## src/rtl/muldiv_sched_if.sv

```systemverilog
// rtl/muldiv_sched_if.sv - EX issue, mul/div unit and MEM result handshakes for muldiv_sched.
// master = scheduler view, slave = surrounding pipeline and execution units.
interface muldiv_sched_if;
   logic        ex_req_valid;
   logic        ex_req_ready;
   logic        ex_req_unit;
   logic        ex_req_sel;
   logic        mul_req_valid;
   logic        mul_req_ready;
   logic        div_req_valid;
   logic        div_req_ready;
   logic        mul_resp_valid;
   logic        mul_resp_ready;
   logic [63:0] mul_result;
   logic        div_resp_valid;
   logic        div_resp_ready;
   logic [31:0] div_quotient;
   logic [31:0] div_remainder;
   logic        mem_resp_valid;
   logic        mem_resp_ready;
   logic [31:0] mem_resp_data;

   modport master (
      input  ex_req_valid, ex_req_unit, ex_req_sel,
      output ex_req_ready,
      output mul_req_valid, div_req_valid,
      input  mul_req_ready, div_req_ready,
      input  mul_resp_valid, mul_result,
      output mul_resp_ready,
      input  div_resp_valid, div_quotient, div_remainder,
      output div_resp_ready,
      output mem_resp_valid, mem_resp_data,
      input  mem_resp_ready
   );

   modport slave (
      output ex_req_valid, ex_req_unit, ex_req_sel,
      input  ex_req_ready,
      input  mul_req_valid, div_req_valid,
      output mul_req_ready, div_req_ready,
      output mul_resp_valid, mul_result,
      input  mul_resp_ready,
      output div_resp_valid, div_quotient, div_remainder,
      input  div_resp_ready,
      input  mem_resp_valid, mem_resp_data,
      output mem_resp_ready
   );
endinterface

```

## src/rtl/muldiv_sched.sv

```systemverilog
// rtl/muldiv_sched.sv - in-order mul/div issue/result scheduler with flush-drain tracking FIFO.
// Optional issue/stall counters enabled by MULDIV_SCHED_STAT_EN.
module muldiv_sched #(
   parameter int DEPTH = 2
) (
   input  logic          clk,
   input  logic          rst,
   input  logic          flush,
   muldiv_sched_if.master bus,
   output logic          busy,
   output logic [31:0]   stat_issue_cnt,
   output logic [31:0]   stat_stall_cnt
);
   localparam int PW = (DEPTH > 1) ? $clog2(DEPTH) : 1;
   localparam logic [PW:0]   FULL_CNT = (PW+1)'(DEPTH);
   localparam logic [PW:0]   CNT_ONE  = 1;
   localparam logic [PW-1:0] PTR_ONE  = 1;

   logic [PW:0]      count_q, count_d;
   logic [PW-1:0]    head_q, head_d, tail_q, tail_d;
   logic [DEPTH-1:0] unit_q, unit_d, sel_q, sel_d, alive_q, alive_d;

   logic full, empty, head_unit, head_sel, head_alive;
   logic head_rvalid, head_rready, push, pop;

   always_comb begin
      full       = (count_q == FULL_CNT);
      empty      = (count_q == '0);
      head_unit  = unit_q[head_q];
      head_sel   = sel_q[head_q];
      head_alive = alive_q[head_q];

      bus.mul_req_valid = bus.ex_req_valid & ~bus.ex_req_unit & ~full & ~flush;
      bus.div_req_valid = bus.ex_req_valid &  bus.ex_req_unit & ~full & ~flush;
      bus.ex_req_ready  = ~full & ~flush &
                          (bus.ex_req_unit ? bus.div_req_ready : bus.mul_req_ready);

      head_rvalid        = head_unit ? bus.div_resp_valid : bus.mul_resp_valid;
      head_rready        = 1'b0;
      bus.mem_resp_valid = 1'b0;
      if (!empty) begin
         // Killed entries (or anything during flush) are swallowed without reaching MEM.
         if (head_alive && !flush) begin
            bus.mem_resp_valid = head_rvalid;
            head_rready        = bus.mem_resp_ready;
         end else begin
            head_rready = 1'b1;
         end
      end
      bus.mul_resp_ready = head_rready & ~head_unit;
      bus.div_resp_ready = head_rready &  head_unit;

      case ({head_unit, head_sel})
         2'b00:   bus.mem_resp_data = bus.mul_result[31:0];
         2'b01:   bus.mem_resp_data = bus.mul_result[63:32];
         2'b10:   bus.mem_resp_data = bus.div_quotient;
         default: bus.mem_resp_data = bus.div_remainder;
      endcase

      push = bus.ex_req_valid & bus.ex_req_ready;
      pop  = ~empty & head_rvalid & head_rready;
      busy = ~empty;
   end

   always_comb begin
      unit_d  = unit_q;
      sel_d   = sel_q;
      alive_d = flush ? '0 : alive_q;
      head_d  = head_q;
      tail_d  = tail_q;
      count_d = count_q;
      if (push) begin
         unit_d[tail_q]  = bus.ex_req_unit;
         sel_d[tail_q]   = bus.ex_req_sel;
         alive_d[tail_q] = 1'b1;
         tail_d          = tail_q + PTR_ONE;
      end
      if (pop) begin
         head_d = head_q + PTR_ONE;
      end
      case ({push, pop})
         2'b10:   count_d = count_q + CNT_ONE;
         2'b01:   count_d = count_q - CNT_ONE;
         default: count_d = count_q;
      endcase
   end

   always_ff @(posedge clk or posedge rst) begin
      if (rst) begin
         count_q <= '0;
         head_q  <= '0;
         tail_q  <= '0;
         unit_q  <= '0;
         sel_q   <= '0;
         alive_q <= '0;
      end else begin
         count_q <= count_d;
         head_q  <= head_d;
         tail_q  <= tail_d;
         unit_q  <= unit_d;
         sel_q   <= sel_d;
         alive_q <= alive_d;
      end
   end

`ifdef MULDIV_SCHED_STAT_EN
   logic [31:0] stat_issue_q, stat_issue_d, stat_stall_q, stat_stall_d;

   always_comb begin
      stat_issue_d = stat_issue_q + {31'd0, push};
      stat_stall_d = stat_stall_q + {31'd0, bus.ex_req_valid & ~bus.ex_req_ready};
   end

   always_ff @(posedge clk or posedge rst) begin
      if (rst) begin
         stat_issue_q <= '0;
         stat_stall_q <= '0;
      end else begin
         stat_issue_q <= stat_issue_d;
         stat_stall_q <= stat_stall_d;
      end
   end

   assign stat_issue_cnt = stat_issue_q;
   assign stat_stall_cnt = stat_stall_q;
`else
   assign stat_issue_cnt = 32'h0;
   assign stat_stall_cnt = 32'h0;
`endif
endmodule
```

## src/flat_wrapper.sv

```systemverilog
// flat-port wrapper written by rule: the top's interface ports become plain ports
module muldiv_sched_flat 
#(
   parameter int DEPTH = 2
)
  (clk, rst, flush, busy, stat_issue_cnt, stat_stall_cnt, bus_ex_req_valid, bus_ex_req_unit, bus_ex_req_sel, bus_ex_req_ready, bus_mul_req_valid, bus_div_req_valid, bus_mul_req_ready, bus_div_req_ready, bus_mul_resp_valid, bus_mul_result, bus_mul_resp_ready, bus_div_resp_valid, bus_div_quotient, bus_div_remainder, bus_div_resp_ready, bus_mem_resp_valid, bus_mem_resp_data, bus_mem_resp_ready);
  muldiv_sched_if bus_i ();
  input  logic clk;
  input  logic rst;
  input  logic flush;
  output logic busy;
  output logic [31:0] stat_issue_cnt;
  output logic [31:0] stat_stall_cnt;
  input wire logic [$bits(bus_i.ex_req_valid)-1:0] bus_ex_req_valid;
  input wire logic [$bits(bus_i.ex_req_unit)-1:0] bus_ex_req_unit;
  input wire logic [$bits(bus_i.ex_req_sel)-1:0] bus_ex_req_sel;
  output wire logic [$bits(bus_i.ex_req_ready)-1:0] bus_ex_req_ready;
  output wire logic [$bits(bus_i.mul_req_valid)-1:0] bus_mul_req_valid;
  output wire logic [$bits(bus_i.div_req_valid)-1:0] bus_div_req_valid;
  input wire logic [$bits(bus_i.mul_req_ready)-1:0] bus_mul_req_ready;
  input wire logic [$bits(bus_i.div_req_ready)-1:0] bus_div_req_ready;
  input wire logic [$bits(bus_i.mul_resp_valid)-1:0] bus_mul_resp_valid;
  input wire logic [$bits(bus_i.mul_result)-1:0] bus_mul_result;
  output wire logic [$bits(bus_i.mul_resp_ready)-1:0] bus_mul_resp_ready;
  input wire logic [$bits(bus_i.div_resp_valid)-1:0] bus_div_resp_valid;
  input wire logic [$bits(bus_i.div_quotient)-1:0] bus_div_quotient;
  input wire logic [$bits(bus_i.div_remainder)-1:0] bus_div_remainder;
  output wire logic [$bits(bus_i.div_resp_ready)-1:0] bus_div_resp_ready;
  output wire logic [$bits(bus_i.mem_resp_valid)-1:0] bus_mem_resp_valid;
  output wire logic [$bits(bus_i.mem_resp_data)-1:0] bus_mem_resp_data;
  input wire logic [$bits(bus_i.mem_resp_ready)-1:0] bus_mem_resp_ready;
  assign bus_i.ex_req_valid = bus_ex_req_valid;
  assign bus_i.ex_req_unit = bus_ex_req_unit;
  assign bus_i.ex_req_sel = bus_ex_req_sel;
  assign bus_ex_req_ready = bus_i.ex_req_ready;
  assign bus_mul_req_valid = bus_i.mul_req_valid;
  assign bus_div_req_valid = bus_i.div_req_valid;
  assign bus_i.mul_req_ready = bus_mul_req_ready;
  assign bus_i.div_req_ready = bus_div_req_ready;
  assign bus_i.mul_resp_valid = bus_mul_resp_valid;
  assign bus_i.mul_result = bus_mul_result;
  assign bus_mul_resp_ready = bus_i.mul_resp_ready;
  assign bus_i.div_resp_valid = bus_div_resp_valid;
  assign bus_i.div_quotient = bus_div_quotient;
  assign bus_i.div_remainder = bus_div_remainder;
  assign bus_div_resp_ready = bus_i.div_resp_ready;
  assign bus_mem_resp_valid = bus_i.mem_resp_valid;
  assign bus_mem_resp_data = bus_i.mem_resp_data;
  assign bus_i.mem_resp_ready = bus_mem_resp_ready;
  muldiv_sched #(.DEPTH(DEPTH)) u_core (.clk(clk), .rst(rst), .flush(flush), .bus(bus_i), .busy(busy), .stat_issue_cnt(stat_issue_cnt), .stat_stall_cnt(stat_stall_cnt));
endmodule
```

## config.mk

```make
export PLATFORM = sky130hd
export DESIGN_NAME = muldiv_sched_flat
export DESIGN_NICKNAME = d
export VERILOG_FILES = /design/src/rtl/muldiv_sched_if.sv /design/src/rtl/muldiv_sched.sv /design/src/flat_wrapper.sv
export SDC_FILE = /design/constraint.sdc
export NUM_CORES = 1
export LEC_CHECK = 0
export CAP_MARGIN = 10
export CORE_AREA = 2 2 94 96
export CTS_CLUSTER_SIZE = 20
export DETAILED_ROUTE_END_ITERATION = 10
export DIE_AREA = 0 0 96 98
export PLACE_DENSITY = 0.75
export REMOVE_ABC_BUFFERS = 1
export SLEW_MARGIN = 25
export SYNTH_ARGS = -nofsm -noshare
export SYNTH_HDL_FRONTEND = slang
export SYNTH_SLANG_ARGS = --single-unit
```

## constraint.sdc

```tcl
create_clock -name clk -period 4.8 [get_ports clk]
set_clock_uncertainty 0.05 [all_clocks]
set_input_delay 1.2 -clock clk [delete_from_list [all_inputs] [get_ports clk]]
set_output_delay 1.2 -clock clk [all_outputs]
set_load 0.01 [all_outputs]
```

Word-level counts from Yosys, hierarchy flattened
Index checks and enable logic that the tools add are counted. W data, S select, Z words.

Input port bits: 139. Logic and storage cells: 63. Register bits after elaboration: 10. Output and inout bits: 103.

Reductions and logical operators: 6. Equality and inequality tests: 5. Add/subtract/negate cells: 4. Bitwise gates (word level): 19. Magnitude comparators: 3. Muxes and demuxes: 20.

Operator list (number): $pmux W32 S3 (1); $and A1 B1 Y1 (13); $mux W1 (13); $eq A2 B2 Y1 const B (3); $not A1 Y1 (5); $bwmux W2 (2); $eq A2 B1 Y1 const B (2); $logic_not A2 Y1 (2); $lt A1 B2 Y1 const B (2); $mux W2 (2); $pmux W2 S2 (1); $add A1 B1 Y1 const B (2); $add A2 B1 Y2 const B (1); $logic_and A1 B1 Y1 (2); $or A2 B2 Y2 (1); $reduce_bool A2 Y1 (1); $sub A2 B1 Y2 const B (1); $demux W1 S1 (1); $ge A1 B1 Y1 const B (1); $logic_not A1 Y1 (1).

Logic depth before layout (Yosys ltp)
Gate-level depths: netlist of run 1.

Word-level depth: 8. Mapped depth: 8. Mapped depth without buffers: 8.

Worst setup path after synthesis of run 1
No wires, ideal clock.

Path kind: input to output. Start point: input port bus_mul_resp_valid. End point: output port bus_mem_resp_valid. Data arrival time: 1732 ps. Required time: 3550 ps. Setup slack: 1818 ps. Stages: 2. Buffers on the path: 0. Cells stage by stage: mux2i_1 nor4_1.

Longest elaborated chain between the ends: 3.

RTL lines: start: declaration (RTL line flat_wrapper.sv:22) `input wire logic [$bits(bus_i.mul_resp_valid)-1:0] bus_mul_resp_valid;`; $mux W1 (RTL line muldiv_sched.sv:38) `head_rvalid = head_unit ? bus.div_resp_valid : bus.mul_resp_valid;`; $mux W1 (RTL line muldiv_sched.sv:43) `if (head_alive && !flush) begin`; $mux W1 (RTL line muldiv_sched.sv:41) `if (!empty) begin`; end: declaration (RTL line flat_wrapper.sv:29) `output wire logic [$bits(bus_i.mem_resp_valid)-1:0] bus_mem_resp_valid;`.

Every way passes these cells.

Worst setup path after layout of run 1
Start point: register u_core.head_q. End point: output port bus_mem_resp_data[1].

Longest elaborated chain between the ends: 4. Elaborated cells on any way between the ends: 8. Those cells by class: 2 x eq/ne; 5 x mux; 1 x reduce/logical.

RTL lines: start: declaration (RTL line muldiv_sched.sv:20) `logic [PW-1:0] head_q, head_d, tail_q, tail_d;`; start signal: assignment (RTL line muldiv_sched.sv:91) `head_q <= '0;`; start signal: assignment (RTL line muldiv_sched.sv:98) `head_q <= head_d;`; $mux W1, on equally long branches (2 in a row) (RTL line muldiv_sched.sv:30, muldiv_sched.sv:29); $eq A2 B2 Y1, or another cell as far along (RTL line muldiv_sched.sv:53) `case ({head_unit, head_sel})`; $pmux W32 S3 * (RTL line muldiv_sched.sv:53); end: declaration (RTL line flat_wrapper.sv:30) `output wire logic [$bits(bus_i.mem_resp_data)-1:0] bus_mem_resp_data;`.

Mark *: on every way between the ends. The rest lies on a longest branch, timed or not. The select of a mux whose other input is x is not followed.

==> impl_metrics.json, run 1 <==
{
  "status": "complete, no violations",
  "crit_fanout": 33,
  "layout.nets": 633,
  "port_buffers": 177,
  "p_leak_nw": 1.70,
  "min-delay-path-class": "flip-flop to flip-flop",
  "synthToLayoutAreaGrowth_pct": 80.0,
  "grt_pass1_wl_um": 10300,
  "ant_nets": 0,
  "total_power_mw": 2.23,
  "required_ns": 3.55,
  "grt_setup_unrepaired": "false",
  "tns_ns": 0,
  "fin_crit_sh": 0.858,
  "ys_ff_latch": 10,
  "synthCells": 327,
  "top_usage_layer": "met2",
  "grt_pass1_vias": 2365,
  "drc": 0,
  "peakVddDrop_mv": 0.353,
  "synth_area_mm2": 0.00205,
  "avgSynthCellArea_um2": 6.28,
  "die_w_um": 96,
  "max_freq_mhz": 243,
  "clockRootBuffer": "clkbuf_8",
  "finalCriticalPeriod_ns": 4.12,
  "grtUsageMet2": 0.264,
  "cts_resized": 0,
  "p_per_area_mw_per_mm2": 603,
  "vias_per_cell": 4.29,
  "fin_util": 0.437,
  "slew_violations": 0,
  "htree_levels": 1,
  "antenna_found_initial": 0,
  "slew_headroom": 0.559,
  "fin_hold_ws_ns": 0.441,
  "synth_cell_type_count": 29,
  "worstSetupEndpointType": "output port",
  "worstMarginPinSlew_ns": 0.648,
  "cts-buffers-inserted": 3,
  "dp_hpwl_um": 5960,
  "gp_congestion": 0.766,
  "grt_util_met1": 0.133,
  "final_cell_mix": "clkdlybuf4s50_1, nand2_1, conb_1, and3_1, a31oi_1",
  "cts_tree": "yes",
  "startpoint_type": "flip-flop",
  "clockBufferDepth": 2,
  "layout_commonest_cell": "clkdlybuf4s50_1",
  "fp-row-count": 34,
  "grtUsageTotal": 0.133,
  "drive_above_1_share": 0.0386,
  "vias": 2572,
  "clock_sinks": 10,
  "setup_viol_count_final": 0,
  "cap_violations": 0,
  "antenna_cells": 0,
  "n_fill_cell": 875,
  "hold_violations": 0,
  "drtIter0Drc": 52,
  "die_area_mm2": 0.00941,
  "routed_wl_um": 7310,
  "ys_seq_area_frac": 0.122,
  "criticalPathCategory": "flip-flop to output port",
  "cp_data_arrival_time_ns": 2.87,
  "routedWlPerCell_um": 12.2,
  "first_pass_iters": 4,
  "chipHeight_um": 98,
  "grt_util_met3": 0.0363,
  "cts-hold-fix-buffers": 0,
  "grt-ovfl-total": 0,
  "start_util": 0.243,
  "grt_max_degree": 36,
  "ios": 242,
  "core_mm2": 0.00847,
  "worstSkewPairLatency_ns": 0.24,
  "clkSlewWorstSetupHoldPaths_ns": 0.05,
  "cts_setup_buffers": 0,
  "ys_warn_count": 0
}
==> synthesized netlist by cell type (all sizes together) <==
library cell | count | share of area
conb | 1 | 0.0018
and2b | 2 | 0.0073
clkbuf | 9 | 0.016
o31ai | 1 | 0.0037
ha | 1 | 0.0061
mux2i | 5 | 0.037
nor4 | 1 | 0.0030
and3 | 33 | 0.10
nor3 | 1 | 0.0024
nor4b | 1 | 0.012
nand2 | 130 | 0.24
inv | 6 | 0.011
dfrtp | 10 | 0.12
buf | 75 | 0.27
mux2 | 5 | 0.027
o22ai | 1 | 0.0030
xnor2 | 2 | 0.0085
nor2 | 7 | 0.014
xor2 | 3 | 0.013
o21ai | 1 | 0.0024
a31oi | 32 | 0.098
==> path summary, 6_finish.rpt <==
| check | start | to | slack, ns | cells after the start |
|---|---|---|---|---|
| worst max-delay path | u_core.head_q$_DFFE_PP0P_ | bus_mem_resp_data[1] | 0.68 | 5 |
| worst min-delay path | u_core.count_q[1]$_DFFE_PP0P_ | u_core.count_q[1]$_DFFE_PP0P_ | 0.44 | 1 |
| worst max register to register | u_core.head_q$_DFFE_PP0P_ | u_core.count_q[1]$_DFFE_PP0P_ | 2.38 | 6 |
| worst min register to register | u_core.count_q[1]$_DFFE_PP0P_ | u_core.count_q[1]$_DFFE_PP0P_ | 0.44 | 1 |
| max in group asynchronous | rst | u_core.head_q$_DFFE_PP0P_ | 3.24 | 2 |
| min in group asynchronous | rst | u_core.unit_q[1]$_DFFE_PP0P_ | 1.19 | 2 |
==> area by class of cell <==
cell class	instances	area, um^2	area share
Clock buffer	4	55.1	0.0149
Inverter	6	22.5	0.00609
Multi-Input combinational cell	290	1420	0.385
Sequential cell	10	250	0.0677
Tap cell	108	135	0.0366
Timing Repair Buffer	182	1810	0.490
==> cells by family (layout without fill, tap and decap cells) <==
kind of cell             after synthesis  count (layout)  share of synthesized area
flip-flops                            10              10                      0.122
AO/OA/AOI/OAI                         35              35                      0.107
multiplexers                          10              10                     0.0640
XOR/XNOR                               5               5                     0.0213
other                                  1              64                    0.00183
adder cells (fa/ha/maj)                1               1                    0.00609
AND/OR/NAND/NOR                      175             175                      0.378
buffers and inverters                 90             192                      0.300
==> flip-flops by register name (all words and copies together), names as in the netlist <==
name            flops
u_core.count_q      2
u_core.unit_q       2
u_core.head_q       1
u_core.alive_q      2
u_core.tail_q       1
u_core.sel_q        2
==> worst max-delay path, stage by stage (launching register included) <==
cell	delay (ns)
dfrtp_1	0.55
mux2i_4	0.66
inv_2	0.42
and3_1	0.26
a31oi_1	0.15
clkdlybuf4s50_1	0.57
==> through the flow <==
step / worst slack (ns) / instance area, um^2 / std cells
final: 0.680 / 3700 / 600
after global routing: 0.438 / 3700 / 600
after CTS: 0.601 / 3700 / 600
after detailed placement: 0.758 / 3640 / 596
after global placement: 0.762 / 3640 / 596
after floorplan: 1.50 / 1700 / 306
==> where the power goes <==
| group | switching [mW] | leakage (nW) | total, mW | internal (mW) |
|---|---|---|---|---|
| Sequential | 0.0491 | 0.122 | 0.173 | 0.124 |
| Combinational | 0.961 | 1.55 | 1.95 | 0.992 |
| Clock | 0.0331 | 0.0288 | 0.105 | 0.0721 |
| Total | 1.04 | 1.70 | 2.23 | 1.19 |
==> per-layer routing <==
| metal | vias to the layer above | routed length, um | part of all wire |
|---|---|---|---|
| li1 | 1276 | - | - |
| met1 | 1176 | 2570 | 0.35 |
| met2 | 114 | 3820 | 0.52 |
| met3 | 6 | 860 | 0.12 |
| met4 | 0 | 59 | 0.0081 |
| met5 | - | 0 | 0 |
No activity file was read; power rests on OpenSTA's default activity.
==> inputs of run 2 (changes only) <==
--- a/config.mk
+++ b/config.mk
@@ -10,7 +10,7 @@
 export CTS_CLUSTER_SIZE = 20
 export DETAILED_ROUTE_END_ITERATION = 10
 export DIE_AREA = 0 0 96 98
-export PLACE_DENSITY = 0.75
+export PLACE_DENSITY = 0.85
 export REMOVE_ABC_BUFFERS = 1
 export SLEW_MARGIN = 25
 export SYNTH_ARGS = -nofsm -noshare
==> run 2 against run 1 <==
Combinational power is essentially flat. Core utilization grew 0.059 points. Count of clock-buffer cells in the layout unchanged. Die area stayed put. Final cell count decreased by 0.17%. Sequential share of layout area hardly changed. Worst hold slack gained 0.00087 ns. Sequential power about the same. Worst setup slack lost 0.012 ns. Clock power about the same. Power up 0.67%. Largest power group unchanged. Register-to-register slack improved by 0.02 ns.
==> impl_metrics.json, run 2 (synthesis gave the netlist of run 1 again) <==
{
  "total_power_mw": 2.25,
  "vias_per_cell": 4.38,
  "die_area_mm2": 0.00941,
  "clock_sinks": 10,
  "slowest_stage": "mux2i_4",
  "slew_headroom": 0.565,
  "ant_nets": 0,
  "antenna_cells": 0,
  "drive_above_1_share": 0.0367,
  "layout_commonest_cell": "clkdlybuf4s50_1",
  "worstHoldStart": "u_core.count_q[1]$_DFFE_PP0P_",
  "cts_setup_buffers": 0,
  "cp_data_arrival_time_ns": 2.88,
  "r2r_setup_slack_ns": 2.40,
  "grtUsageMet2": 0.280,
  "worstRegToRegCells": 6,
  "reg2reg_from": "u_core.head_q$_DFFE_PP0P_",
  "fin_crit_sh": 0.861,
  "grt_util_met1": 0.137,
  "cts_tree": "yes",
  "seqPwrFrac": 0.078,
  "core_mm2": 0.00847,
  "final_cell_mix": "clkdlybuf4s50_1, nand2_1, conb_1, and3_1, a31oi_1",
  "cp_top_family": "buffers and inverters",
  "clockRootBuffer": "clkbuf_8",
  "setup_viol_count_final": 0,
  "first_pass_iters": 4,
  "antenna_found_initial": 0,
  "worstMarginPinSlew_ns": 0.639,
  "pwr-share-comb": 0.876,
  "port_buffers": 177,
  "tns_ns": 0,
  "drtIter0Drc": 35,
  "peakVddDrop_mv": 0.365,
  "worstSkewPairLatency_ns": 0.24,
  "worstSetupEndpointType": "output port",
  "cp_cell_sequence": "mux2i_4 -> inv_2 -> and3_1 -> a31oi_1 -> clkdlybuf4s50_1",
  "grt-ovfl-total": 0,
  "finalCriticalPeriod_ns": 4.13,
  "die_w_um": 96,
  "hold_violations": 0,
  "grtUsageTotal": 0.139,
  "grt_pass1_wl_um": 10700,
  "max_freq_mhz": 242,
  "criticalPathCategory": "flip-flop to output port",
  "start_util": 0.243,
  "switching_share": 0.467,
  "cts_resized": 0,
  "p_sw_mw": 1.05,
  "dp_hpwl_um": 6090,
  "n_fill_cell": 862,
  "required_ns": 3.55,
  "p_per_area_mw_per_mm2": 607,
  "cap_violations": 0,
  "gp_congestion": 0.776,
  "critPathMaxStageDelay_ns": 0.65,
  "clockPowerShare": 0.047,
  "layout.nets": 632,
  "clockBufferDepth": 2,
  "min-delay-path-class": "flip-flop to flip-flop",
  "routedWlPerCell_um": 12.5,
  "cts-hold-fix-buffers": 0,
  "crit_fanout": 33,
  "p_leak_nw": 1.70,
  "startpoint_type": "flip-flop",
  "status": "complete, no violations",
  "grt_max_degree": 39,
  "p_int_mw": 1.20,
  "top_usage_layer": "met2",
  "cts-buffers-inserted": 3,
  "fp-row-count": 34,
  "vias": 2623,
  "drc": 0,
  "synthToLayoutAreaGrowth_pct": 80.3,
  "slew_violations": 0,
  "rr_endpoint": "u_core.count_q[1]$_DFFE_PP0P_",
  "min_to": "u_core.count_q[1]$_DFFE_PP0P_",
  "grt_pass1_vias": 2500,
  "grt_setup_unrepaired": "false",
  "whs_path_depth": 1,
  "ios": 242,
  "routed_wl_um": 7470,
  "critPathBufInv": 2,
  "htree_levels": 1,
  "grt_util_met3": 0.0278,
  "chipHeight_um": 98,
  "clkSlewWorstSetupHoldPaths_ns": 0.05
}
==> run 2: changes by cell type in the layout (fill, tap and decap cells not counted) <==
cell	previous run	this run
buf_4	5	3
buf_12	0	1
==> run 2: cell type report <==
cell class / count / area (um^2) / share of cell area
sequential: 10 / 250 / 0.0676
tap: 108 / 135 / 0.0365
multi-input combinational: 290 / 1420 / 0.385
timing repair buffer: 181 / 1810 / 0.490
clock buffer: 4 / 55.1 / 0.0149
inverter: 6 / 22.5 / 0.00609
==> run 2: power groups by stage <==
stage | sequential (mW) | combinational [mW] | clock (mW)
floorplan | 0.166 | 0.994 | 0
global placement | 0.172 | 1.95 | 0
detailed placement | 0.177 | 1.98 | 0
CTS | 0.177 | 1.99 | 0.108
global route | 0.183 | 2.15 | 0.110
finish | 0.175 | 1.97 | 0.105
==> run 2: worst reg2reg max path, stage by stage (launching register included) <==
cell	delay, ns
dfrtp_1	0.56
mux2i_4	0.66
mux2i_1	0.35
nor2_2	0.09
ha_1	0.34
nor2_1	0.14
xor2_1	0.14
==> run 2: metrics by stage <==
step / std cells / setup slack [ns] / area [um^2] / hold slack, ns / utilization
after global placement: 595 / 0.758 / 3650 / 0.425 / 0.431
after floorplan: 306 / 1.50 / 1700 / 0.407 / -
after detailed placement: 595 / 0.711 / 3650 / 0.431 / 0.431
after CTS: 599 / 0.587 / 3700 / 0.442 / 0.437
after global routing: 599 / 0.454 / 3700 / 0.459 / 0.437
final: 599 / 0.669 / 3700 / 0.442 / 0.437
==> run 2: routing by layer <==
layer	wire [um]	vias up
met5	0	-
met4	114	0
met3	807	11
met2	3880	133
met1	2670	1202
li1	-	1277
==> run 2: worst max path at each step <==
stage / cells past startpoint / end / from
finish: 5 / bus_mem_resp_data[1] / u_core.head_q$_DFFE_PP0P_
floorplan: 4 / bus_mem_resp_data[0] / u_core.head_q$_DFFE_PP0P_
detailed placement: 4 / bus_div_resp_ready / flush
CTS: 5 / bus_mem_resp_data[19] / u_core.head_q$_DFFE_PP0P_
global route: 5 / bus_mem_resp_data[20] / u_core.head_q$_DFFE_PP0P_
global placement: 4 / bus_div_resp_ready / flush
==> inputs of run 3 (changes only) <==
--- a/config.mk
+++ b/config.mk
@@ -11,7 +11,6 @@
 export DETAILED_ROUTE_END_ITERATION = 10
 export DIE_AREA = 0 0 96 98
 export PLACE_DENSITY = 0.85
-export REMOVE_ABC_BUFFERS = 1
 export SLEW_MARGIN = 25
 export SYNTH_ARGS = -nofsm -noshare
 export SYNTH_HDL_FRONTEND = slang
==> run 3 against run 2 <==
Combinational power hardly changed. Register-to-register slack got worse by 0.04 ns. Non-clock buffer count is the same. Core utilization fell by 0.16 points. Die area unchanged. Largest cell class unchanged. Largest power group unchanged. Highest routed layer unchanged.
==> impl_metrics.json, run 3 (synthesis gave the netlist of run 1 again) <==
{
  "seqPwrFrac": 0.077,
  "cp_top_family": "buffers and inverters",
  "regArea_um2": 250,
  "p_per_area_mw_per_mm2": 607,
  "drtIter0Drc": 47,
  "grt_pass1_vias": 2421,
  "layout_commonest_cell": "clkdlybuf4s50_1",
  "cts-hold-fix-buffers": 0,
  "setup_viol_count_final": 0,
  "worstMarginPinSlew_ns": 0.674,
  "cp_data_arrival_time_ns": 2.92,
  "antenna_cells": 0,
  "worstSkewPairLatency_ns": 0.23,
  "synthToLayoutAreaGrowth_pct": 79.6,
  "worstSetupEndpointType": "output port",
  "whs_path_depth": 1,
  "criticalPathCategory": "flip-flop to output port",
  "r2r_setup_slack_ns": 2.36,
  "clockBufferDepth": 2,
  "startpoint_type": "flip-flop",
  "status": "complete, no violations",
  "rr_endpoint": "u_core.count_q[1]$_DFFE_PP0P_",
  "worstHoldStart": "u_core.count_q[1]$_DFFE_PP0P_",
  "critPathMaxStageDelay_ns": 0.68,
  "grt_setup_unrepaired": "false",
  "chipHeight_um": 98,
  "pwr-share-comb": 0.886,
  "htree_levels": 1,
  "final_cell_mix": "clkdlybuf4s50_1, nand2_1, conb_1, and3_1, a31oi_1",
  "clock_sinks": 10,
  "min_to": "u_core.count_q[1]$_DFFE_PP0P_",
  "clockPowerShare": 0.037,
  "cts_tree": "yes",
  "routedWlPerCell_um": 12.5,
  "antenna_found_initial": 0,
  "gp_congestion": 0.768,
  "cts-buffers-inserted": 3,
  "grt_pass1_wl_um": 10900,
  "cts_setup_buffers": 0,
  "tns_ns": 0,
  "fin_hold_ws_ns": 0.448,
  "layout.nets": 632,
  "wl_met3_um": 810,
  "peakVddDrop_mv": 0.405,
  "dp_hpwl_um": 5980,
  "grt-ovfl-total": 0,
  "hold_violations": 0,
  "grt_max_degree": 35,
  "p_int_mw": 1.18,
  "cp_cell_sequence": "mux2i_4 -> inv_2 -> and3_1 -> a31oi_1 -> clkdlybuf4s50_1",
  "p_sw_mw": 1.06,
  "crit_fanout": 33,
  "critPathBufInv": 2,
  "routed_wl_um": 7460,
  "finalCriticalPeriod_ns": 4.17,
  "required_ns": 3.55,
  "grtUsageTotal": 0.141,
  "ant_nets": 0,
  "worstRegToRegCells": 6,
  "ios": 242,
  "cap_violations": 0,
  "drive_above_1_share": 0.0347,
  "min-delay-path-class": "flip-flop to flip-flop",
  "first_pass_iters": 4,
  "vias_per_cell": 4.34,
  "fin_crit_sh": 0.869,
  "slew_headroom": 0.541,
  "cts_resized": 0,
  "port_buffers": 177,
  "fp-row-count": 34,
  "n_fill_cell": 836,
  "highest_layer": "met4",
  "clockRootBuffer": "clkbuf_8",
  "multi_input_area_mm2": 0.00142,
  "p_leak_nw": 1.69,
  "die_w_um": 96,
  "clkSlewWorstSetupHoldPaths_ns": 0.04,
  "wl_met2_um": 3790,
  "max_freq_mhz": 240,
  "met1_length_um": 2810,
  "drc": 0,
  "slowest_stage": "mux2i_4",
  "core_mm2": 0.00847,
  "start_util": 0.243,
  "reg2reg_from": "u_core.head_q$_DFFE_PP0P_",
  "switching_share": 0.473,
  "die_area_mm2": 0.00941,
  "vias": 2593,
  "slew_violations": 0
}
-- run 3: cell count changes in the layout (fill, tap and decap cells not counted) --
cell	change
clkbuf_8	-1
-- run 3: worst reg2reg max path, cell delays in order (launching register included) --
cell and delay [ns]:
dfrtp_1 0.54, mux2i_4 0.68, mux2i_1 0.34, nor2_2 0.10, ha_1 0.35, nor2_1 0.14
xor2_1 0.17
-- run 3: cell type report --
class / instances / area share
flip-flops and latches: 10 / 0.0679
clock buffers: 3 / 0.0112
inverters: 6 / 0.00611
repair buffers: 181 / 0.492
multi-input cells: 290 / 0.386
well taps: 108 / 0.0366
-- run 3: how the worst max path moves through the flow --
stage | cells after the start | slack, ns | endpoint | start
5_1_grt | 5 | 0.50 | bus_mem_resp_data[17] | u_core.head_q$_DFFE_PP0P_
2_1_floorplan | 2 | 1.82 | bus_mem_resp_valid | bus_mul_resp_valid
3_3_place_gp | 4 | 0.74 | bus_div_resp_ready | flush
4_1_cts | 5 | 0.60 | bus_mem_resp_data[14] | u_core.head_q$_DFFE_PP0P_
6_report | 5 | 0.63 | bus_mem_resp_data[8] | u_core.head_q$_DFFE_PP0P_
3_5_place_dp | 4 | 0.70 | bus_div_resp_ready | flush
-- run 3: per-layer routing --
metal	up-vias	global-route usage
li1	1274	-
met1	1174	0.153
met3	6	0.0262
met2	139	0.277
met4	0	0.0242
met5	-	0
-- run 3: per-stage QoR --
step	setup slack [ns]	instances	utilization	total power, mW	cell area, um^2
after detailed placement	0.696	595	0.431	2.17	3650
after global routing	0.499	598	0.436	2.42	3690
final	0.630	598	0.436	2.24	3690
after global placement	0.742	595	0.431	2.13	3650
after floorplan	1.82	390	-	1.31	2290
after CTS	0.603	598	0.436	2.27	3690
-- run 3: power groups by stage --
stage	Sequential, mW	Clock (mW)	Combinational [mW]
finish	0.173	0.0835	1.98
floorplan	0.154	0	1.15
detailed placement	0.175	0	2.00
global route	0.179	0.0923	2.15
global placement	0.171	0	1.96
CTS	0.174	0.0855	2.01
